--- config.mk ---
export PLATFORM = sky130hd
export DESIGN_NAME = flit_tx_arbiter
export DESIGN_NICKNAME = d
export VERILOG_FILES = /design/src/rtl/flit_tx_arbiter.sv
export SDC_FILE = /design/constraint.sdc
export NUM_CORES = 1
export LEC_CHECK = 0
export BUFFER_PORTS_ARGS = -buffer_cell sky130_fd_sc_hd__buf_2
export CAP_MARGIN = 20
export CELL_PAD_IN_SITES_DETAIL_PLACEMENT = 1
export CELL_PAD_IN_SITES_GLOBAL_PLACEMENT = 1
export CORE_MARGIN = 1.5
export CORE_UTILIZATION = 31
export CTS_CLUSTER_DIAMETER = 50
export DETAILED_ROUTE_END_ITERATION = 10
export PLACE_DENSITY_LB_ADDON = 0.1
export SYNTH_ARGS = -nofsm -noshare
export SYNTH_HDL_FRONTEND = slang
export SYNTH_SLANG_ARGS = --single-unit
--- constraint.sdc ---
create_clock -name clk -period 13.2 [get_ports clk]
set_input_delay 1.98 -clock clk [delete_from_list [all_inputs] [get_ports clk]]
set_output_delay 1.98 -clock clk [all_outputs]
set_load 0.02 [all_outputs]
--- src/rtl/flit_tx_arbiter.sv ---
// Packet-level round-robin arbiter sharing one flit link among NUM_REQ requesters.
// A header flit wins arbitration, and that requester then owns the link (wormhole lock)
// until the last flit of its packet is accepted. The data path is purely combinational:
// flits pass straight through with no storage and no added latency.

package flit_tx_arbiter_pkg;

  typedef struct packed {
    logic [1:0]  vc;
    logic [3:0]  id;
    logic        req;
    logic [31:0] payload;
  } flit_t;

  localparam logic [3:0] FMT_LONG_READ   = 4'd0;
  localparam logic [3:0] FMT_LONG_WRITE  = 4'd1;
  localparam logic [3:0] FMT_MEM_RESP    = 4'd2;
  localparam logic [3:0] FMT_MSG         = 4'd3;
  localparam logic [3:0] FMT_SWITCH_CFG  = 4'd4;
  localparam logic [3:0] FMT_SHORT_READ  = 4'd5;
  localparam logic [3:0] FMT_SHORT_WRITE = 4'd6;

endpackage

module flit_tx_arbiter
  import flit_tx_arbiter_pkg::*;
#(
  parameter  int NUM_REQ = 4,
  localparam int REQ_W   = $clog2(NUM_REQ)
) (
  input  logic                      clk,
  input  logic                      n_rst,
  input  logic [NUM_REQ-1:0]        req_valid,
  input  flit_t [NUM_REQ-1:0]       req_flit,
  output logic [NUM_REQ-1:0]        req_ready,
  output logic                      out_valid,
  output flit_t                     out_flit,
  input  logic                      out_ready,
  output logic                      busy,
  output logic [REQ_W-1:0]          grant_id,
  output logic                      pkt_done,
  output logic                      fmt_err
);

  typedef enum logic {IDLE, LOCKED} state_t;

  state_t           state;
  logic [REQ_W-1:0] rr_ptr;
  logic [REQ_W-1:0] lock;
  logic [7:0]       remaining;

  logic [REQ_W-1:0] winner;
  logic             any_valid;
  logic [REQ_W-1:0] sel;
  logic             accept;
  logic [7:0]       hdr_cnt;

  // Total flits in a packet, header included. A zero length field encodes the
  // field's maximum (128 for the 7-bit field, 16 for the 4-bit one); the largest
  // packet is 130 flits, so 8 bits are enough.
  function automatic logic [7:0] flit_count(input logic [3:0] fmt, input logic [6:0] len7);
    logic [7:0] ext7;
    logic [7:0] ext4;
    ext7 = (len7 == 7'd0) ? 8'd128 : {1'b0, len7};
    ext4 = (len7[3:0] == 4'd0) ? 8'd16 : {4'd0, len7[3:0]};
    case (fmt)
      FMT_LONG_READ:   flit_count = 8'd2;
      FMT_LONG_WRITE:  flit_count = ext7 + 8'd2;
      FMT_MEM_RESP:    flit_count = ext7 + 8'd1;
      FMT_MSG:         flit_count = ext7 + 8'd1;
      FMT_SWITCH_CFG:  flit_count = 8'd1;
      FMT_SHORT_READ:  flit_count = 8'd1;
      FMT_SHORT_WRITE: flit_count = ext4 + 8'd1;
      default:         flit_count = 8'd1;
    endcase
  endfunction

  function automatic logic fmt_undefined(input logic [3:0] fmt);
    fmt_undefined = (fmt > FMT_SHORT_WRITE);
  endfunction

  // Round-robin successor; handles non-power-of-2 requester counts.
  function automatic logic [REQ_W-1:0] ptr_next(input logic [REQ_W-1:0] p);
    if (p == REQ_W'(NUM_REQ - 1)) ptr_next = '0;
    else                          ptr_next = p + 1'b1;
  endfunction

  // Pick the first valid requester starting at rr_ptr and wrapping around.
  always_comb begin
    winner    = rr_ptr;
    any_valid = 1'b0;
    for (int k = 0; k < NUM_REQ; k++) begin
      int               idx;
      logic [REQ_W-1:0] cand;
      idx = int'(rr_ptr) + k;
      if (idx >= NUM_REQ) idx = idx - NUM_REQ;
      cand = idx[REQ_W-1:0];
      if (!any_valid && req_valid[cand]) begin
        any_valid = 1'b1;
        winner    = cand;
      end
    end
  end

  // Steer the owning requester onto the link and return ready only to it.
  always_comb begin
    sel       = (state == LOCKED) ? lock : winner;
    out_valid = (state == LOCKED) ? req_valid[lock] : any_valid;
    out_flit  = req_flit[sel];
    grant_id  = sel;
    req_ready = '0;
    if (state == LOCKED || any_valid) req_ready[sel] = out_ready;
    accept    = out_valid & out_ready;
    hdr_cnt   = flit_count(out_flit.payload[31:28], out_flit.payload[6:0]);
    busy      = (state == LOCKED);
  end

  // Arbitration / lock FSM with registered completion and format-error pulses.
  always_ff @(posedge clk or negedge n_rst) begin
    if (!n_rst) begin
      state     <= IDLE;
      rr_ptr    <= '0;
      lock      <= '0;
      remaining <= '0;
      pkt_done  <= 1'b0;
      fmt_err   <= 1'b0;
    end else begin
      pkt_done <= 1'b0;
      fmt_err  <= 1'b0;
      case (state)
        IDLE: begin
          if (accept) begin
            fmt_err <= fmt_undefined(out_flit.payload[31:28]);
            if (hdr_cnt == 8'd1) begin
              pkt_done <= 1'b1;
              rr_ptr   <= ptr_next(winner);
            end else begin
              state     <= LOCKED;
              lock      <= winner;
              remaining <= hdr_cnt - 8'd1;
            end
          end
        end
        LOCKED: begin
          if (accept) begin
            remaining <= remaining - 8'd1;
            if (remaining == 8'd1) begin
              state    <= IDLE;
              rr_ptr   <= ptr_next(lock);
              pkt_done <= 1'b1;
            end
          end
        end
        default: state <= IDLE;
      endcase
    end
  end

endmodule

==> out/results.tsv, run 1 <==
metric	value	unit
synth_top_area_cell	sky130_fd_sc_hd__nand2_1	
ys_seq_elements	15	
peakVddDrop	98.6	uV
cp_data_arrival_time	8.08	ns
die_x	110	microns
diodes	0	
initial_core_util	0.322	
nets	916	
grt_first_pass_wirelength	24.3	mm
post_synth.cell_area_avg	6.26	sq um
area_growth	33.4	%
tns	0	ns
hpwl	12.4	mm
timing.final.max_slew_violations	0	
internal-power	458	uW
clock_power_share	0.053	
worst_ep_required_time	13.33	ns
worstPathMaxFanout	56	
worst_clock_skew_on_the_final_layout	0.00174	ns
clock_path_buffers	2	
yosysUniqueCellTypes	68	
report.final.setup_viol	0	
netlist_area	3540	sq um
detailroute.via_count	4916	
synth-edff-count	0	
drt-total-wl	15.5	mm
finalCritPeriodShare	0.602	
core	11000	sq um
postSynthNetCount	737	
tightestPinTransition	1.02	ns
synth_cells	565	
postSynth.asyncResetShare	1.00	
criticalPathCategory	primary input to register	
synth_warnings	0	
avgViaCountPerCell	5.57	
num_io_pins	212	
fp-row-count	38	
mostFrequentLayoutCell	sky130_fd_sc_hd__buf_2	
post_cts_resized	0	
switching_power	711	uW
fin_hold_ws	0.579	ns
synth.area.top_cells	sky130_fd_sc_hd__nand2_1 16%, sky130_fd_sc_hd__dfrtp_1 11%, sky130_fd_sc_hd__a31oi_1 6.2%, sky130_fd_sc_hd__and3_1 5.8%, sky130_fd_sc_hd__mux2i_1 5.4%	
switching_share	0.608	
fp.dieArea	12100	sq um
max_freq	126	MHz
timing.hold.worst.class	register to register	
die_h	110	microns
final_period_minus_worst_setup_slack	7.94	ns
cts_setup_buffers	0	
crit_path_start_kind	primary input	
max_slew_headroom_at_the_worst_pin	0.316	
globalplace.congestion	0.864	
fillCellCount	1550	
clk_latency	0.25	ns
outcome	finished clean	
drt-pass1-iter-count	4	
cts.sinks	15	
cts.reportedPaths.clkPinSlew	0.05	ns
layout_common_cells	211 x sky130_fd_sc_hd__buf_2, 154 x sky130_fd_sc_hd__nand2_1, 35 x sky130_fd_sc_hd__a31oi_1	
tritoncts.num_buffers	3	
hold_viol	0	
grt_remaining_overflow	0	
post_drt_wl_per_cell	17.5	microns
htreeDepth	1	
most_used_flip_flop_cell_after_synthesis	sky130_fd_sc_hd__dfrtp_1	
grt_max_degree	83	
footprint_of_the_multi_input_gates	2950	sq um
placement.io_buffers	211	
cts-root-buf	sky130_fd_sc_hd__clkbuf_16	
unrepaired_setup_endpoints_after_global_routing	false	
hold_fix_buffers_cts	0	
final_layout_size_suffix_gt1_frac	0.326	
share_of_synthesized_area_occupied_by_flip_flops_and_latches	0.106	
detailedRoute.firstIterationViolations	248	
antenna_left	0	
seqPwrFrac	0.081	
slowest_delay	0.66	ns
area.sequential	375	sq um
synthDominantCellAreaShare	0.163	
clock_tree_from_tritoncts	done	
route.detailed.drc	0	
grtUsageTotal	0.250	
power_density	248	nW/um^2
drv.max_cap_violation_count	0	
crit_path_cell_trace	buf_2 -> nor2b_1 -> o21ai_0 -> a41oi_4 -> buf_4 -> inv_2 -> o21ai_1 -> ha_1 -> a21boi_0 -> nor4b_2 -> nor2_1 -> ha_1 -> inv_1 -> o32ai_1 -> a221o_1 -> a211oi_2 -> nand3b_2 -> nor3_2 -> or2_1 -> mux2_1	
critical_path.most_common_cell	sky130_fd_sc_hd__ha_1	
power_frac_comb	0.866	
critPathCaptureType	register	
leak_pwr	2.38	nW
antenna_found_initial	1	
cpMaxStageDelayCell	sky130_fd_sc_hd__o21ai_1	
via_count_of_the_first_global_routing_pass	5065	
-- registers in the layout, summed over array words and instances (netlist names) --
signal	flops
remaining	8
lock	2
rr_ptr	2
busy	1
fmt_err	1
pkt_done	1
-- power groups by stage --
| stage | Clock, mW | Sequential, mW | Combinational (mW) |
|---|---|---|---|
| 2_1_floorplan | 0 | 0.0731 | 0.743 |
| 3_3_place_gp | 0 | 0.0943 | 0.994 |
| 3_5_place_dp | 0 | 0.0947 | 1.01 |
| 4_1_cts | 0.0619 | 0.0940 | 1.02 |
| 5_1_grt | 0.0652 | 0.0985 | 1.12 |
| 6_report | 0.0621 | 0.0944 | 1.01 |
-- worst max-delay path, delay by kind of cell --
| kind | cells | cell delay [ns] |
|---|---|---|
| compound gates | 7 | 2.32 |
| simple gates | 6 | 1.59 |
| buf+inv | 4 | 1.22 |
| fa+ha+maj | 2 | 0.54 |
| mux | 1 | 0.35 |
-- cell families after synthesis --
family | share of synthesized area
flops | 0.106
buf+inv | 0.0644
xor+xnor | 0.0198
simple gates | 0.430
fa+ha+maj | 0.0318
mux | 0.0920
compound gates | 0.256
-- per-layer routing --
| metal | global-route usage | vias up | wire (microns) |
|---|---|---|---|
| met5 | 0 | - | 0 |
| met4 | 0.0427 | 0 | 159 |
| li1 | - | 2400 | - |
| met1 | 0.299 | 2357 | 6420 |
| met2 | 0.472 | 144 | 8070 |
| met3 | 0.0391 | 15 | 813 |
-- worst paths after layout --
path,startpoint,to,slack [ns],cells past startpoint
setup reg to reg,busy,lock[0],6.46,20
max in group asynchronous,n_rst,remaining[0],11.31,1
setup / recovery,req_valid[2],lock[0],5.26,20
min in group asynchronous,n_rst,rr_ptr[0],1.63,1
hold reg to reg,remaining[7],remaining[7],0.58,2
hold / removal,remaining[7],remaining[7],0.58,2
-- cell type report --
type                       count  share of cell area
tap                          140              0.0371
clock inverter                 1             0.00159
inverter                      16              0.0127
clock buffer                   3              0.0159
sequential                    15              0.0796
multi-input combinational    495               0.626
timing repair buffer         213               0.227
-- metrics by stage --
| step | area [sq um] | worst slack [ns] | utilization | power [mW] | std cells |
|---|---|---|---|---|---|
| 2_1_floorplan | 3540 | 6.59 | - | 0.816 | 565 |
| 3_3_place_gp | 4630 | 5.38 | 0.422 | 1.09 | 879 |
| 3_5_place_dp | 4630 | 5.10 | 0.422 | 1.11 | 879 |
| 4_1_cts | 4720 | 5.34 | 0.429 | 1.17 | 883 |
| 5_1_grt | 4720 | 4.66 | 0.429 | 1.28 | 883 |
| 6_report | 4720 | 5.26 | 0.429 | 1.17 | 883 |
-- synth_stat cells, drive strengths merged (8+ instances only) --
| cell | number |
|---|---|
| a21oi | 20 |
| ha | 9 |
| dfrtp | 15 |
| inv | 16 |
| nand3 | 22 |
| o21ai | 25 |
| nor3 | 19 |
| nand2b | 12 |
| nand2 | 154 |
| nor3b | 8 |
| a31oi | 35 |
| and3 | 33 |
| buf | 12 |
| nor2 | 33 |
| clkbuf | 27 |
| and2 | 9 |
| mux2i | 19 |
Power figures use the tool's default switching activity.
==> run 2: changes to the inputs <==
- CORE_UTILIZATION: 31 -> 29
- clock period: 13.2 -> 7.5 ns (I/O delays scaled with it)
==> run 2 against run 1 <==
Worst setup slack got worse by 4.0 ns. Sequential power increased by 77%. Clock-buffer cell count unchanged. Via count decreased by 0.33%. Critical path depth increased by 3. Total power increased by 78%. Critical path type unchanged. Critical endpoint is now lock[1]. Largest cell class unchanged.
==> out/results.tsv, run 2 (synthesis results as in run 1) <==
metric	value	unit	change
tightestPinTransition	0.814	ns	-0.202 ns
cp_data_arrival_time	6.36	ns	-1.72 ns
htreeDepth	1		unchanged
placed_cells	891		+1.4%
die_h	113	microns	+3.3%
hold_fix_buffers_cts	0		unchanged
flip_flop_count_of_the_largest_register_after_layout	8		unchanged
finalCritPeriodShare	0.831		
num_io_pins	212		unchanged
cts.sinks	15		unchanged
final_design_area_no_fill	4760	sq um	+0.93%
avgViaCountPerCell	5.47		-1.7%
worst_clock_skew_on_the_final_layout	0.00314	ns	+0.00140 ns
globalplace.congestion	0.865		+0.16%
timing.final.max_slew_violations	0		unchanged
via_count_of_the_first_global_routing_pass	5090		+0.49%
final_critical_path_setup_slack	1.27	ns	-3.99 ns
post_cts_resized	0		unchanged
reg_top3	remaining (8), lock (2), rr_ptr (2)		
core	12000	sq um	+8.9%
cts.reportedPaths.clkPinSlew	0.05	ns	about the same
crit_path_start_kind	primary input		
route.detailed.drc	0		unchanged
grt_first_pass_wirelength	25.1	mm	+3.2%
pre_cts_ws	1.02	ns	-4.08 ns
drv.max_cap_violation_count	0		unchanged
nets	921		+0.55%
hpwl	12.7	mm	+2.1%
place_area	4680	sq um	+1.0%
max_freq	160	MHz	
clock_path_buffers	2		unchanged
timing.hold.worst.class	register to register		
outcome	finished clean		
grtUsageTotal	0.238		-0.0119
max_slew_headroom_at_the_worst_pin	0.452		+0.136
antenna_left	0		unchanged
final_layout_size_suffix_gt1_frac	0.330		+0.00451
hold_viol	0		unchanged
area_growth	34.6	%	
drt-total-wl	15.8	mm	+2.1%
mostFrequentLayoutCell	sky130_fd_sc_hd__buf_2		
clock_tree_from_tritoncts	done		
critPathCaptureType	register		
diodes	0		unchanged
report.final.setup_viol	0		unchanged
drt-pass1-iter-count	4		unchanged
layout_common_cells	211 x sky130_fd_sc_hd__buf_2, 154 x sky130_fd_sc_hd__nand2_1, 35 x sky130_fd_sc_hd__a31oi_1		
fp.dieArea	12900	sq um	+6.7%
grt_remaining_overflow	0		unchanged
max_flop_register	remaining		
detailroute.via_count	4900		-0.33%
antenna_found_initial	0		-1
cts_setup_buffers	0		unchanged
tritoncts.num_buffers	3		unchanged
final_period_minus_worst_setup_slack	6.23	ns	
die_x	113	microns	+3.3%
criticalPathCategory	primary input to register		
unrepaired_setup_endpoints_after_global_routing	false		
clk_latency	0.25	ns	about the same
initial_core_util	0.296		-0.0263
tns	0	ns	unchanged
peakVddDrop	137	uV	+39%
grt_max_degree	77		-7.2%
worst_ep_required_time	7.63	ns	-5.70 ns
cts-root-buf	sky130_fd_sc_hd__clkbuf_16		
power_density	436	nW/um^2	+76%
leak_pwr	2.40	nW	+1.2%
worstPathMaxFanout	44		-21%
detailedRoute.firstIterationViolations	212		-15%
totalPowerFinal	2.07	mW	+78%
placement.io_buffers	211		unchanged
fp-row-count	40		+5.3%
layout.cells.non_filler	895		+1.4%
post_drt_wl_per_cell	17.6	microns	+0.72%
==> run 2: layout make-up <==
cell class / instances / area [sq um]
Clock buffer: 3 / 75.1
Clock inverter: 1 / 5.00
Fill cell: 1644 / 7200
Inverter: 16 / 60.1
Multi-Input combinational cell: 495 / 2950
Sequential cell: 15 / 375
Tap cell: 147 / 184
Timing Repair Buffer: 218 / 1110
==> run 2: metal layers <==
layer  up-vias  global-route usage  part of all wire
met1      2359               0.281              0.41
li1       2398                   -                 -
met4         0              0.0508             0.017
met2       123               0.458              0.53
met3        20              0.0313             0.042
met5         -                   0                 0
==> run 2: worst paths after layout <==
kind / from / endpoint / slack [ns] / cells past startpoint
max: req_valid[2] / lock[1] / 1.27 / 23
min: remaining[7] / remaining[7] / 0.57 / 2
max reg2reg: busy / lock[1] / 1.52 / 22
min reg2reg: remaining[7] / remaining[7] / 0.57 / 2
max in group asynchronous: n_rst / remaining[5] / 6.45 / 1
min in group asynchronous: n_rst / remaining[7] / 0.79 / 1
==> run 2: through the flow <==
step | hold slack (ns) | util
after floorplan | 0.508 | -
after global placement | 0.533 | 0.391
after detailed placement | 0.551 | 0.391
after CTS | 0.570 | 0.398
after global routing | 0.617 | 0.398
final | 0.573 | 0.398
==> run 2: worst max-delay path, stage by stage <==
cell	delay, ns
sky130_fd_sc_hd__buf_2	0.14
sky130_fd_sc_hd__nor2b_1	0.18
sky130_fd_sc_hd__o21ai_1	0.41
sky130_fd_sc_hd__a31o_4	0.26
sky130_fd_sc_hd__inv_2	0.04
sky130_fd_sc_hd__buf_4	0.26
sky130_fd_sc_hd__and2_1	0.23
sky130_fd_sc_hd__o32ai_2	0.42
sky130_fd_sc_hd__ha_1	0.21
sky130_fd_sc_hd__a21boi_0	0.26
sky130_fd_sc_hd__nor4b_2	0.51
sky130_fd_sc_hd__nor2_1	0.10
sky130_fd_sc_hd__ha_1	0.28
sky130_fd_sc_hd__nand2_1	0.09
sky130_fd_sc_hd__a31oi_1	0.04
sky130_fd_sc_hd__o22ai_1	0.23
sky130_fd_sc_hd__a221o_1	0.17
sky130_fd_sc_hd__nor3b_1	0.06
sky130_fd_sc_hd__o21ai_0	0.39
sky130_fd_sc_hd__nand2_1	0.13
sky130_fd_sc_hd__nor3_2	0.16
sky130_fd_sc_hd__or2_1	0.28
sky130_fd_sc_hd__mux2_1	0.35
==> run 2: report_power, final <==
part           leakage [nW]  switching, mW  internal [mW]
Clock                0.0409         0.0336         0.0712
Sequential            0.187         0.0592          0.108
Combinational          2.18           1.16          0.639
Total                  2.40           1.26          0.818
